`src/rtl/class_hvec_pkg.sv`:
```
// Shared types and helpers for the class hypervector streaming store.
// Contents: write-operation and FSM state enums, and the derived index-width helper.
package class_hvec_pkg;

  typedef enum logic {
    WR_OVERWRITE = 1'b0,
    WR_XOR       = 1'b1
  } wr_op_e;

  typedef enum logic {
    S_IDLE,
    S_STREAM
  } state_e;

  // Index width for a count of n items; never narrower than one bit.
  function automatic int idx_w(input int n);
    return (n <= 1) ? 1 : $clog2(n);
  endfunction

endpackage

```
`src/rtl/class_hvec_stream_if.sv`:
```
// Bus bundle for class_hvec_stream: request channel, frame output channel
// and the training write port.
//   master : request/write driver and frame consumer
//   slave  : the class hypervector store/streamer
interface class_hvec_stream_if #(
  parameter int DI_PARALLEL_W_BITS = 64,
  parameter int NUM_CLASSES        = 8,
  parameter int NUM_FRAMES         = 3
);
  localparam int CLASS_ID_W  = class_hvec_pkg::idx_w(NUM_CLASSES);
  localparam int FRAME_IDX_W = class_hvec_pkg::idx_w(NUM_FRAMES);

  logic                          req_valid;
  logic                          req_ready;
  logic [CLASS_ID_W-1:0]         req_class;
  logic                          req_all;
  logic                          req_err;

  logic                          out_valid;
  logic                          out_ready;
  logic [DI_PARALLEL_W_BITS-1:0] class_vec_out;
  logic [CLASS_ID_W-1:0]         out_class_id;
  logic [FRAME_IDX_W-1:0]        out_frame_index;
  logic                          out_last_frame;
  logic                          out_last_class;

  logic                          wr_en;
  class_hvec_pkg::wr_op_e        wr_op;
  logic [CLASS_ID_W-1:0]         wr_class;
  logic [FRAME_IDX_W-1:0]        wr_frame;
  logic [DI_PARALLEL_W_BITS-1:0] wr_data;

  modport master (
    output req_valid, req_class, req_all, out_ready,
           wr_en, wr_op, wr_class, wr_frame, wr_data,
    input  req_ready, req_err, out_valid, class_vec_out, out_class_id,
           out_frame_index, out_last_frame, out_last_class
  );

  modport slave (
    input  req_valid, req_class, req_all, out_ready,
           wr_en, wr_op, wr_class, wr_frame, wr_data,
    output req_ready, req_err, out_valid, class_vec_out, out_class_id,
           out_frame_index, out_last_frame, out_last_class
  );
endinterface

```
`src/rtl/class_hvec_store.sv`:
```
// NUM_CLASSES x NUM_FRAMES register array holding the class hypervectors.
// Ports:
//   clk, rst_n                      clock, async active-low clear of every word
//   wr_en/wr_op/wr_class/wr_frame/wr_data
//                                   write port (overwrite or XOR-accumulate)
//   rd_class/rd_frame -> rd_data    combinational read port (0 when out of range)
module class_hvec_store
  import class_hvec_pkg::*;
#(
  parameter int DI_PARALLEL_W_BITS = 64,
  parameter int NUM_CLASSES        = 8,
  parameter int NUM_FRAMES         = 3,
  localparam int CLASS_ID_W        = idx_w(NUM_CLASSES),
  localparam int FRAME_IDX_W       = idx_w(NUM_FRAMES)
) (
  input  logic                          clk,
  input  logic                          rst_n,
  input  logic                          wr_en,
  input  wr_op_e                        wr_op,
  input  logic [CLASS_ID_W-1:0]         wr_class,
  input  logic [FRAME_IDX_W-1:0]        wr_frame,
  input  logic [DI_PARALLEL_W_BITS-1:0] wr_data,
  input  logic [CLASS_ID_W-1:0]         rd_class,
  input  logic [FRAME_IDX_W-1:0]        rd_frame,
  output logic [DI_PARALLEL_W_BITS-1:0] rd_data
);

  localparam logic [CLASS_ID_W:0]  NUM_CLASSES_EXT = (CLASS_ID_W+1)'(NUM_CLASSES);
  localparam logic [FRAME_IDX_W:0] NUM_FRAMES_EXT  = (FRAME_IDX_W+1)'(NUM_FRAMES);

  logic [DI_PARALLEL_W_BITS-1:0] mem [NUM_CLASSES][NUM_FRAMES];
  logic wr_hit;
  logic rd_hit;

  // Index widths round up to a power of two, so range must be checked explicitly.
  assign wr_hit = wr_en && ({1'b0, wr_class} < NUM_CLASSES_EXT)
                        && ({1'b0, wr_frame} < NUM_FRAMES_EXT);
  assign rd_hit = ({1'b0, rd_class} < NUM_CLASSES_EXT)
               && ({1'b0, rd_frame} < NUM_FRAMES_EXT);

  always_ff @(posedge clk or negedge rst_n) begin
    if (!rst_n) begin
      for (int c = 0; c < NUM_CLASSES; c++) begin
        for (int f = 0; f < NUM_FRAMES; f++) begin
          mem[c][f] <= '0;
        end
      end
    end else if (wr_hit) begin
      if (wr_op == WR_XOR) begin
        mem[wr_class][wr_frame] <= mem[wr_class][wr_frame] ^ wr_data;
      end else begin
        mem[wr_class][wr_frame] <= wr_data;
      end
    end
  end

  // Read returns the pre-write contents during a same-edge write.
  assign rd_data = rd_hit ? mem[rd_class][rd_frame] : '0;

endmodule

```
`src/rtl/class_hvec_stream.sv`:
```
// Writable class hypervector store that streams stored vectors frame by frame
// over a valid/ready channel, either one class or a sweep over all classes.
// Ports:
//   clk, rst_n  clock, async active-low reset (clears storage, returns to idle)
//   bus         class_hvec_stream_if.slave: request, frame output, write port
//
// state    | meaning
// ---------+-----------------------------------------------------------
// S_IDLE   | req_ready=1, waiting for a request; no beat on the output
// S_STREAM | output register holds a valid beat; advances on out_ready
module class_hvec_stream
  import class_hvec_pkg::*;
#(
  parameter int DI_PARALLEL_W_BITS = 64,
  parameter int NUM_CLASSES        = 8,
  parameter int NUM_FRAMES         = 3,
  localparam int CLASS_ID_W        = idx_w(NUM_CLASSES),
  localparam int FRAME_IDX_W       = idx_w(NUM_FRAMES)
) (
  input logic                clk,
  input logic                rst_n,
  class_hvec_stream_if.slave bus
);

  localparam logic [CLASS_ID_W:0]    NUM_CLASSES_EXT = (CLASS_ID_W+1)'(NUM_CLASSES);
  localparam logic [CLASS_ID_W-1:0]  LAST_CLASS      = (CLASS_ID_W)'(NUM_CLASSES-1);
  localparam logic [FRAME_IDX_W-1:0] LAST_FRAME      = (FRAME_IDX_W)'(NUM_FRAMES-1);

  state_e state;
  state_e state_nxt;

  logic                          mode_all;
  logic [DI_PARALLEL_W_BITS-1:0] vec_q;
  logic [CLASS_ID_W-1:0]         class_q;
  logic [FRAME_IDX_W-1:0]        frame_q;
  logic                          last_frame_q;
  logic                          last_class_q;
  logic                          err_q;

  logic                          req_in_range;
  logic                          accept;
  logic                          reject;
  logic                          beat_done;
  logic                          load;
  logic                          ld_all;
  logic [CLASS_ID_W-1:0]         ld_class;
  logic [FRAME_IDX_W-1:0]        ld_frame;
  logic                          ld_last_frame;
  logic                          ld_last_class;
  logic [DI_PARALLEL_W_BITS-1:0] rd_data;

  class_hvec_store #(
    .DI_PARALLEL_W_BITS(DI_PARALLEL_W_BITS),
    .NUM_CLASSES       (NUM_CLASSES),
    .NUM_FRAMES        (NUM_FRAMES)
  ) u_store (
    .clk     (clk),
    .rst_n   (rst_n),
    .wr_en   (bus.wr_en),
    .wr_op   (bus.wr_op),
    .wr_class(bus.wr_class),
    .wr_frame(bus.wr_frame),
    .wr_data (bus.wr_data),
    .rd_class(ld_class),
    .rd_frame(ld_frame),
    .rd_data (rd_data)
  );

  // Request decode and next (class, frame) address for the output register.
  always_comb begin
    req_in_range = ({1'b0, bus.req_class} < NUM_CLASSES_EXT);
    accept       = (state == S_IDLE) && bus.req_valid && (bus.req_all || req_in_range);
    reject       = (state == S_IDLE) && bus.req_valid && !bus.req_all && !req_in_range;
    // out_valid is always 1 in S_STREAM, so out_ready alone completes a beat.
    beat_done    = (state == S_STREAM) && bus.out_ready;

    ld_all   = mode_all;
    ld_class = class_q;
    ld_frame = frame_q;
    if (state == S_IDLE) begin
      ld_all   = bus.req_all;
      ld_class = bus.req_all ? '0 : bus.req_class;
      ld_frame = '0;
    end else if (frame_q == LAST_FRAME) begin
      // Only reachable in a sweep; the final beat never reloads.
      ld_frame = '0;
      ld_class = class_q + 1'b1;
    end else begin
      ld_frame = frame_q + 1'b1;
    end

    ld_last_frame = (ld_frame == LAST_FRAME);
    ld_last_class = ld_last_frame && (!ld_all || (ld_class == LAST_CLASS));
    load          = accept || (beat_done && !last_class_q);
  end

  always_ff @(posedge clk or negedge rst_n) begin
    if (!rst_n) begin
      state <= S_IDLE;
    end else begin
      state <= state_nxt;
    end
  end

  always_comb begin
    state_nxt = state;
    case (state)
      S_IDLE:   if (accept) state_nxt = S_STREAM;
      S_STREAM: if (beat_done && last_class_q) state_nxt = S_IDLE;
      default:  state_nxt = S_IDLE;
    endcase
  end

  always_comb begin
    bus.req_ready = (state == S_IDLE);
    bus.out_valid = (state == S_STREAM);
  end

  // Output register doubles as the class/frame counters.
  always_ff @(posedge clk or negedge rst_n) begin
    if (!rst_n) begin
      mode_all     <= 1'b0;
      vec_q        <= '0;
      class_q      <= '0;
      frame_q      <= '0;
      last_frame_q <= 1'b0;
      last_class_q <= 1'b0;
      err_q        <= 1'b0;
    end else begin
      err_q <= reject;
      if (accept) begin
        mode_all <= bus.req_all;
      end
      if (load) begin
        vec_q        <= rd_data;
        class_q      <= ld_class;
        frame_q      <= ld_frame;
        last_frame_q <= ld_last_frame;
        last_class_q <= ld_last_class;
      end
    end
  end

  assign bus.req_err         = err_q;
  assign bus.class_vec_out   = vec_q;
  assign bus.out_class_id    = class_q;
  assign bus.out_frame_index = frame_q;
  assign bus.out_last_frame  = last_frame_q;
  assign bus.out_last_class  = last_class_q;

endmodule
```
`src/flat_wrapper.sv`:
```
// flat-port wrapper written by rule: the top's interface ports become plain ports
module class_hvec_stream_flat import class_hvec_pkg::*;
#(
  parameter int DI_PARALLEL_W_BITS = 64,
  parameter int NUM_CLASSES        = 8,
  parameter int NUM_FRAMES         = 3,
  localparam int CLASS_ID_W        = idx_w(NUM_CLASSES),
  localparam int FRAME_IDX_W       = idx_w(NUM_FRAMES)
)
  (clk, rst_n, bus_req_valid, bus_req_class, bus_req_all, bus_out_ready, bus_wr_en, bus_wr_op, bus_wr_class, bus_wr_frame, bus_wr_data, bus_req_ready, bus_req_err, bus_out_valid, bus_class_vec_out, bus_out_class_id, bus_out_frame_index, bus_out_last_frame, bus_out_last_class);
  class_hvec_stream_if #(.DI_PARALLEL_W_BITS(DI_PARALLEL_W_BITS), .NUM_CLASSES(NUM_CLASSES), .NUM_FRAMES(NUM_FRAMES)) bus_i ();
  input logic clk;
  input logic rst_n;
  input wire logic [$bits(bus_i.req_valid)-1:0] bus_req_valid;
  input wire logic [$bits(bus_i.req_class)-1:0] bus_req_class;
  input wire logic [$bits(bus_i.req_all)-1:0] bus_req_all;
  input wire logic [$bits(bus_i.out_ready)-1:0] bus_out_ready;
  input wire logic [$bits(bus_i.wr_en)-1:0] bus_wr_en;
  input wire logic [$bits(bus_i.wr_op)-1:0] bus_wr_op;
  input wire logic [$bits(bus_i.wr_class)-1:0] bus_wr_class;
  input wire logic [$bits(bus_i.wr_frame)-1:0] bus_wr_frame;
  input wire logic [$bits(bus_i.wr_data)-1:0] bus_wr_data;
  output wire logic [$bits(bus_i.req_ready)-1:0] bus_req_ready;
  output wire logic [$bits(bus_i.req_err)-1:0] bus_req_err;
  output wire logic [$bits(bus_i.out_valid)-1:0] bus_out_valid;
  output wire logic [$bits(bus_i.class_vec_out)-1:0] bus_class_vec_out;
  output wire logic [$bits(bus_i.out_class_id)-1:0] bus_out_class_id;
  output wire logic [$bits(bus_i.out_frame_index)-1:0] bus_out_frame_index;
  output wire logic [$bits(bus_i.out_last_frame)-1:0] bus_out_last_frame;
  output wire logic [$bits(bus_i.out_last_class)-1:0] bus_out_last_class;
  assign bus_i.req_valid = bus_req_valid;
  assign bus_i.req_class = bus_req_class;
  assign bus_i.req_all = bus_req_all;
  assign bus_i.out_ready = bus_out_ready;
  assign bus_i.wr_en = bus_wr_en;
  assign bus_i.wr_op = bus_wr_op;
  assign bus_i.wr_class = bus_wr_class;
  assign bus_i.wr_frame = bus_wr_frame;
  assign bus_i.wr_data = bus_wr_data;
  assign bus_req_ready = bus_i.req_ready;
  assign bus_req_err = bus_i.req_err;
  assign bus_out_valid = bus_i.out_valid;
  assign bus_class_vec_out = bus_i.class_vec_out;
  assign bus_out_class_id = bus_i.out_class_id;
  assign bus_out_frame_index = bus_i.out_frame_index;
  assign bus_out_last_frame = bus_i.out_last_frame;
  assign bus_out_last_class = bus_i.out_last_class;
  class_hvec_stream #(.DI_PARALLEL_W_BITS(DI_PARALLEL_W_BITS), .NUM_CLASSES(NUM_CLASSES), .NUM_FRAMES(NUM_FRAMES)) u_core (.clk(clk), .rst_n(rst_n), .bus(bus_i));
endmodule
```
`config.mk`:
```
export PLATFORM = sky130hd
export DESIGN_NAME = class_hvec_stream_flat
export DESIGN_NICKNAME = d
export VERILOG_FILES = /design/src/rtl/class_hvec_pkg.sv /design/src/rtl/class_hvec_stream_if.sv /design/src/rtl/class_hvec_store.sv /design/src/rtl/class_hvec_stream.sv /design/src/flat_wrapper.sv
export SDC_FILE = /design/constraint.sdc
export NUM_CORES = 2
export LEC_CHECK = 0
export ABC_AREA = 0
export BUFFER_PORTS_ARGS = -buffer_cell sky130_fd_sc_hd__buf_2
export CORE_AREA = 8 8 601 603
export DETAILED_ROUTE_END_ITERATION = 12
export DIE_AREA = 0 0 609 611
export PLACE_DENSITY_LB_ADDON = 0.3
export SYNTH_ARGS = -nofsm -noshare
export SYNTH_HDL_FRONTEND = slang
export SYNTH_SLANG_ARGS = --single-unit
```
`constraint.sdc`:
```
create_clock -name clk -period 3.2 [get_ports clk]
set_clock_uncertainty 0.2 [all_clocks]
set_input_delay 0.16 -clock clk [delete_from_list [all_inputs] [get_ports clk]]
set_output_delay 0.16 -clock clk [all_outputs]
set_load 0.01 [all_outputs]
```
* Yosys cells after proc, flatten, opt, wreduce, memory -nomap -nowiden
Cells that the tools add are included.
** Operators by class
- Add/subtract/negate cells :: 2
- Order comparisons :: 8
- Equality and inequality tests :: 3
- Muxes and demuxes :: 29
- Bitwise operators :: 6
- Reduce and logical (&&, ||, !) cells :: 12
** Operators by type and width (count)
- $bwmux 1536 :: 2
- $mux 1536 :: 1
- $bmux 192 s3 :: 2
- $mux 192 :: 5
- $demux 192 s3 :: 1
- $mux 64 :: 6
- $bmux 64 s2 :: 2
- $demux 64 s2 :: 1
- $xor 64x64->64 :: 1
- $mux 3 :: 3
- $ge 4x4->1 const B :: 2
- $logic_and 1x1->1 :: 8
- $not 3->4 :: 2
- $ge 3x3->1 const B :: 2
- $not 2->3 :: 2
- $eq 2x2->1 const B :: 2
- $lt 2x2->1 const B :: 2
- $lt 4x1->1 const B :: 1
- $mux 2 :: 2
- $add 3x1->3 const B :: 1
- $eq 3x3->1 const B :: 1
- $lt 3x1->1 const B :: 1
- $mux 1 :: 3
- $add 2x1->2 const B :: 1
- 4 further kinds :: 6
** Word-level totals
- Register bits after elaboration :: 1609
- Input port bits :: 79
- Word-level logic and storage cells :: 91

* Depth between registers and ports, before layout
- Word-level depth :: 11
- Gate-level depth with buffers :: 15
- Depth with buffers taken out :: 8

* Cells and area by module
A second synthesis with hierarchy kept.
** Unflattened totals
- Cells, all modules :: 7166
- Area total of the unflattened synthesis :: 86052.5 um^2
** Modules (own cells, without submodules)
- class_hvec_store :: times used 1, cells an instance 6978, area each 83082.2 um^2, sequential area each 38436.9 um^2
- class_hvec_stream :: times used 1, cells an instance 188, area each 2970.3 um^2, sequential area each 1826.8 um^2

* Worst setup path before layout
OpenSTA, ideal clock, no wires.
- Path kind :: register to register
- Start point :: register u_core.class_q[1] (netlist: u_core.bus.out_class_id[1])
- End point :: register u_core.vec_q[11] (netlist: u_core.bus.class_vec_out[11])
- Setup time :: 0.128 ns
- Data arrival time :: 2.762 ns
- Required time :: 2.872 ns
- Setup slack :: 0.111 ns
- Cell stages (with the launch flop) :: 11
- Buffers on the path :: 3
- Period minus slack after synthesis :: 3.089 ns
- Cell sequence :: dfrtp_1 -> ha_1 -> or4bb_1 -> o221a_2 -> clkbuf_1 -> nor2_1 -> buf_2 -> buf_2 -> a32oi_1 -> a221oi_1 -> nor3_1
** On the way
- Word-level cells in the longest chain between the ends :: 11
** RTL lines
- start, declared :: RTL line class_hvec_stream.sv:34 : logic [CLASS_ID_W-1:0] class_q;
- start signal, assigned :: RTL line class_hvec_stream.sv:136 : class_q <= ld_class;
- $add 3x1->3 :: RTL line class_hvec_stream.sv:87 : ld_class = class_q + 1'b1;
- $mux 3 * :: RTL line class_hvec_stream.sv:84 : end else if (frame_q == LAST_FRAME) begin
- $mux 3 * :: RTL line class_hvec_stream.sv:80 : if (state == S_IDLE) begin
- $not 3->4 (implied by the code) * :: RTL line class_hvec_store.sv:58 : assign rd_data = rd_hit ? mem[rd_class][rd_frame] : '0;
- $bmux 192 s3 * :: RTL line class_hvec_store.sv:58
- $mux 192 (implied by the code) * (2 in series) :: RTL line class_hvec_store.sv:58
- $bmux 64 s2 * :: RTL line class_hvec_store.sv:58
- $mux 64 (implied by the code) * (2 in series) :: RTL line class_hvec_store.sv:58
- $mux 64 * :: RTL line class_hvec_store.sv:58
- end signal, assigned :: RTL line class_hvec_stream.sv:135 : vec_q <= rd_data;
- end, declared :: RTL line class_hvec_stream.sv:33 : logic [DI_PARALLEL_W_BITS-1:0] vec_q;
Mark *: on every way between the ends. The rest lies on a longest branch, timed or not. The select of a mux whose other input is x is not followed.
A chain may end at the register's enable or synchronous reset.

* Final worst setup path
- Start point :: register u_core.class_q[0] (netlist: u_core.bus.out_class_id[0])
- End point :: register u_core.vec_q[31] (netlist: u_core.bus.class_vec_out[31])
The elaborated chain is that of the path after synthesis.

==> impl_metrics.toml <==
[sta]
fin_tns_setup_ns = -0.703
fin_crit_sh_pct = 103
fin_ws_ns = -0.0857
grt_setup_unrepaired = "true"
hold_viol_final = 0
fmax_ghz = 0.304
setup_viol = 19
slew_violations = 0
finalCriticalPeriod_ns = 3.29
maxSlewHeadroom_pct = 16.3
worst_pin_slew_ns = 1.26
hold-worst-slack_ns = 0.0642

[yosys]
synth_nets = 8602
yosysUniqueCellTypes = 87
avgSynthCellArea_um2 = 10.3
synth_ff_type = "dfrtp_1"
synth-async-reset-ratio_pct = 100
ys_warn_count = 0
synth_top_cell_by_area = "dfrtp_1"
ys_ff_latch = 1609
syn_inst = 8522
yosysSeqAreaShare_pct = 46.1
synth_edf_count = 0
syn_area_um2 = 87400
synth.top_cell.area_share_pct = 46.1
synth_top_cells_by_area = "dfrtp_1 46%, mux2_2 13%, nand2_1 6.7%, mux4_2 3.9%, o21ai_0 3.5%"

[cts]
numCtsBuffers = 195
clock_latency_ns = 0.91
htreeDepth = 4
cts_root_buffer = "clkbuf_16"
cts_sinks = 1609
cts.clk_slew.worst_paths_ns = 0.06
clock_path_buffers = 4
cts_tree = "yes"

[finish]
area_growth_pct = 24.4
fill_cells = 35700
stdcell_area_um2 = 109000
fin_cells = 13700
final_layout_size_suffix_gt1_share_pct = 29.7
nets = 8999

[status]
status = "finished with violations"
violations = "setup timing"

[die]
num_io_pins = 153
chipHeight_um = 611
start_util_pct = 24.9
die_area_um2 = 372000
std_cell_rows = 218
core_area_um2 = 351000
die_w_um = 609

[worst_setup_path]
critPathTopFamily = "simple AND/OR/NAND/NOR gates"
crit_top_cell = "buf_12"
cp.required_ns = 3.71
critPathSlowestCell = "or4bb_4"
r2r_end = "u_core.bus.class_vec_out[31]"
path_cells = "ha_1, or4bb_4, buf_6, o221ai_4, buf_12, nand2_8, buf_12, o32ai_1, nor4_1, a21oi_1, o41ai_2"
crit_buf_inv = 3
cp.arrival_ns = 3.80
critical_path_class = "reg -> reg"
rrSetupSlack_ns = -0.09
path_depth = 11
cp-start-kind = "register"
slowest_delay_ns = 0.56
cp_max_fo = 23
cp-end-kind = "register"
worstRegToRegCells = 11
cp-endpoint = "u_core.bus.class_vec_out[31]"
worstSetupStartpoint = "u_core.bus.out_class_id[0]"
r2r_start = "u_core.bus.out_class_id[0]"

[global_routing]
grt_max_degree = 149
grt_pass1_vias = 76800
grt-ovfl-total = 0
grt_antenna_before_repair = 37
grt_use_total_pct = 21.7
grt_pass1_wl_mm = 593

[pwr]
p_switching_uw = 41400
p_seq_share_pct = 30.3
clkPwrFrac_pct = 23.1
swShare_pct = 41.8
ir_drop_mv = 0.765
power_leakage_uw = 0.0457
p_int_uw = 57500
power.density_nw_per_um2 = 910
pwr-share-comb_pct = 46.6

[route]
vias_per_cell = 5.71
drc_errors = 0
drtPass1Iterations = 8
post_drt_wl_per_cell_um = 31.0
drtAntennaViolNets = 0
drt_wl_total_mm = 425
dr_total_vias = 78300
drt-initial-drc-count = 10500

[placed_design]
place_area_um2 = 99600
dp.cells = 13200
dp_hpwl_mm = 267
numPortBuffers = 151
pre_cts_ws_ns = -0.133
gp_congestion = 0.906

[hold_path]
hp-class = "in -> reg"
hold_depth = 6

[job]
cap_violations = 0
## cells in the final DEF, fill, tap and decap left out, types with 76 or more instances in the layout
| cell type | netlist | layout |
|---|---|---|
| dfrtp_1 | 1609 | 1607 |
| nand2_1 | 1568 | 1541 |
| mux2_2 | 995 | 995 |
| o21ai_0 | 603 | 603 |
| buf_4 | 50 | 485 |
| mux2i_1 | 295 | 295 |
| buf_12 | 6 | 290 |
| a21oi_1 | 288 | 280 |
| nand3_1 | 286 | 275 |
| a221oi_1 | 255 | 247 |
| nor2_1 | 239 | 213 |
| clkbuf_16 | 0 | 201 |
| a211oi_1 | 159 | 158 |
| mux4_2 | 153 | 153 |
| o22ai_1 | 179 | 148 |
| buf_2 | 201 | 147 |
| a22oi_1 | 90 | 90 |
| dlygate4sd3_1 | 0 | 76 |
## metrics by stage
step                util [%]  power, uW
global route            30.9     102000
finish                  30.9      98900
global placement        28.4      70800
CTS                     30.5      95500
floorplan                  -      50800
detailed placement      28.4      71400
## cells by family (layout without fill, tap and decap cells)
group	Yosys count	count (layout)	share of synthesized area (%)
simple gates	2378	2378	11.4
compound gates	2166	2166	16.7
flops	1609	1609	46.1
mux	1460	1460	20.5
buf+inv	850	1389	4.67
xor+xnor	57	57	0.606
fa+ha+maj	1	1	0.0143
other cells	1	22	0.00429
## synth_stat cells (38+ instances only)
library cell	count
dfrtp_1	1609
nand2_1	1568
mux2_2	995
o21ai_0	603
clkbuf_1	494
mux2i_1	295
a21oi_1	288
nand3_1	286
a221oi_1	255
nor2_1	239
buf_2	201
o22ai_1	179
a211oi_1	159
mux4_2	153
a22oi_1	90
a31oi_1	74
o21ai_1	73
nor3_1	70
o311a_1	62
buf_4	50
o221ai_1	50
nand4_1	48
o41ai_1	47
or3_1	44
nor4_1	43
o32ai_1	43
buf_6	41
buf_1	38
## area by class of cell
type	count	area, um2	area share, %
clock inverters	47	672	0.618
well taps	4620	5780	5.32
inverters	14	65.1	0.0598
flip-flops and latches	1609	40300	37.0
multi-input cells	6063	44500	41.0
clock buffers	292	5750	5.29
repair buffers	1036	11600	10.7
diodes	21	52.6	0.0483
## power by group through the flow
stage / clock (uW) / combinational (uW) / sequential, uW
2_1_floorplan: 0 / 22400 / 28400
3_3_place_gp: 0 / 41000 / 29800
3_5_place_dp: 0 / 41400 / 30100
4_1_cts: 23100 / 42600 / 29700
5_1_grt: 23900 / 48000 / 30500
6_report: 22800 / 46100 / 30000
## what timing repair did
| action | 4_1_cts | 5_1_grt |
|---|---|---|
| hold buffers | 77 | 0 |
| setup endpoints to repair | 38 | 55 |
| setup buffers | 10 | 39 |
| cloned | 4 | 7 |
| pin swaps | 4 | 66 |
| endpoints found under the hold margin | 3144 | 0 |
| gates resized for setup | 17 | 158 |
## sequential cells by signal, summed over array words and instances (netlist names)
signal	cells
u_core.u_store.mem	1536
u_core.bus.class_vec_out	64
u_core.bus.out_class_id	3
u_core.bus.out_frame_index	2
u_core.bus.out_last_class	1
u_core.bus.out_last_frame	1
u_core.bus.out_valid	1
u_core.mode_all	1
## layer usage
metal  global-route usage [%]  up-vias  wire length, um
met5                        0        -               36
met4                     13.0        6            30800
met3                     5.71     1399            43000
met2                     33.5     4902           186000
met1                     27.1    39600           166000
li1                         -    32400                -
## worst reg2reg max path, stage by stage, from the launching register on
cell	delay (ns)
dfrtp_1	0.39
ha_1	0.31
or4bb_4	0.56
buf_6	0.14
o221ai_4	0.08
buf_12	0.18
nand2_8	0.13
buf_12	0.21
o32ai_1	0.48
nor4_1	0.14
a21oi_1	0.21
o41ai_2	0.08
## worst min-delay path by stage
stage | slack [ns] | start | endpoint
finish | 0.06 | bus_wr_class[1] | u_core.u_store.mem[1376]
global route | 0.05 | bus_wr_class[1] | u_core.u_store.mem[224]
CTS | 0.005 | bus_wr_data[48] | u_core.u_store.mem[304]
detailed placement | -0.08 | rst_n | u_core.u_store.mem[399]
global placement | -0.07 | rst_n | u_core.u_store.mem[399]
floorplan | -0.34 | rst_n | u_core.bus.class_vec_out[0]
Note: power is estimated with default switching activity, not from simulation.
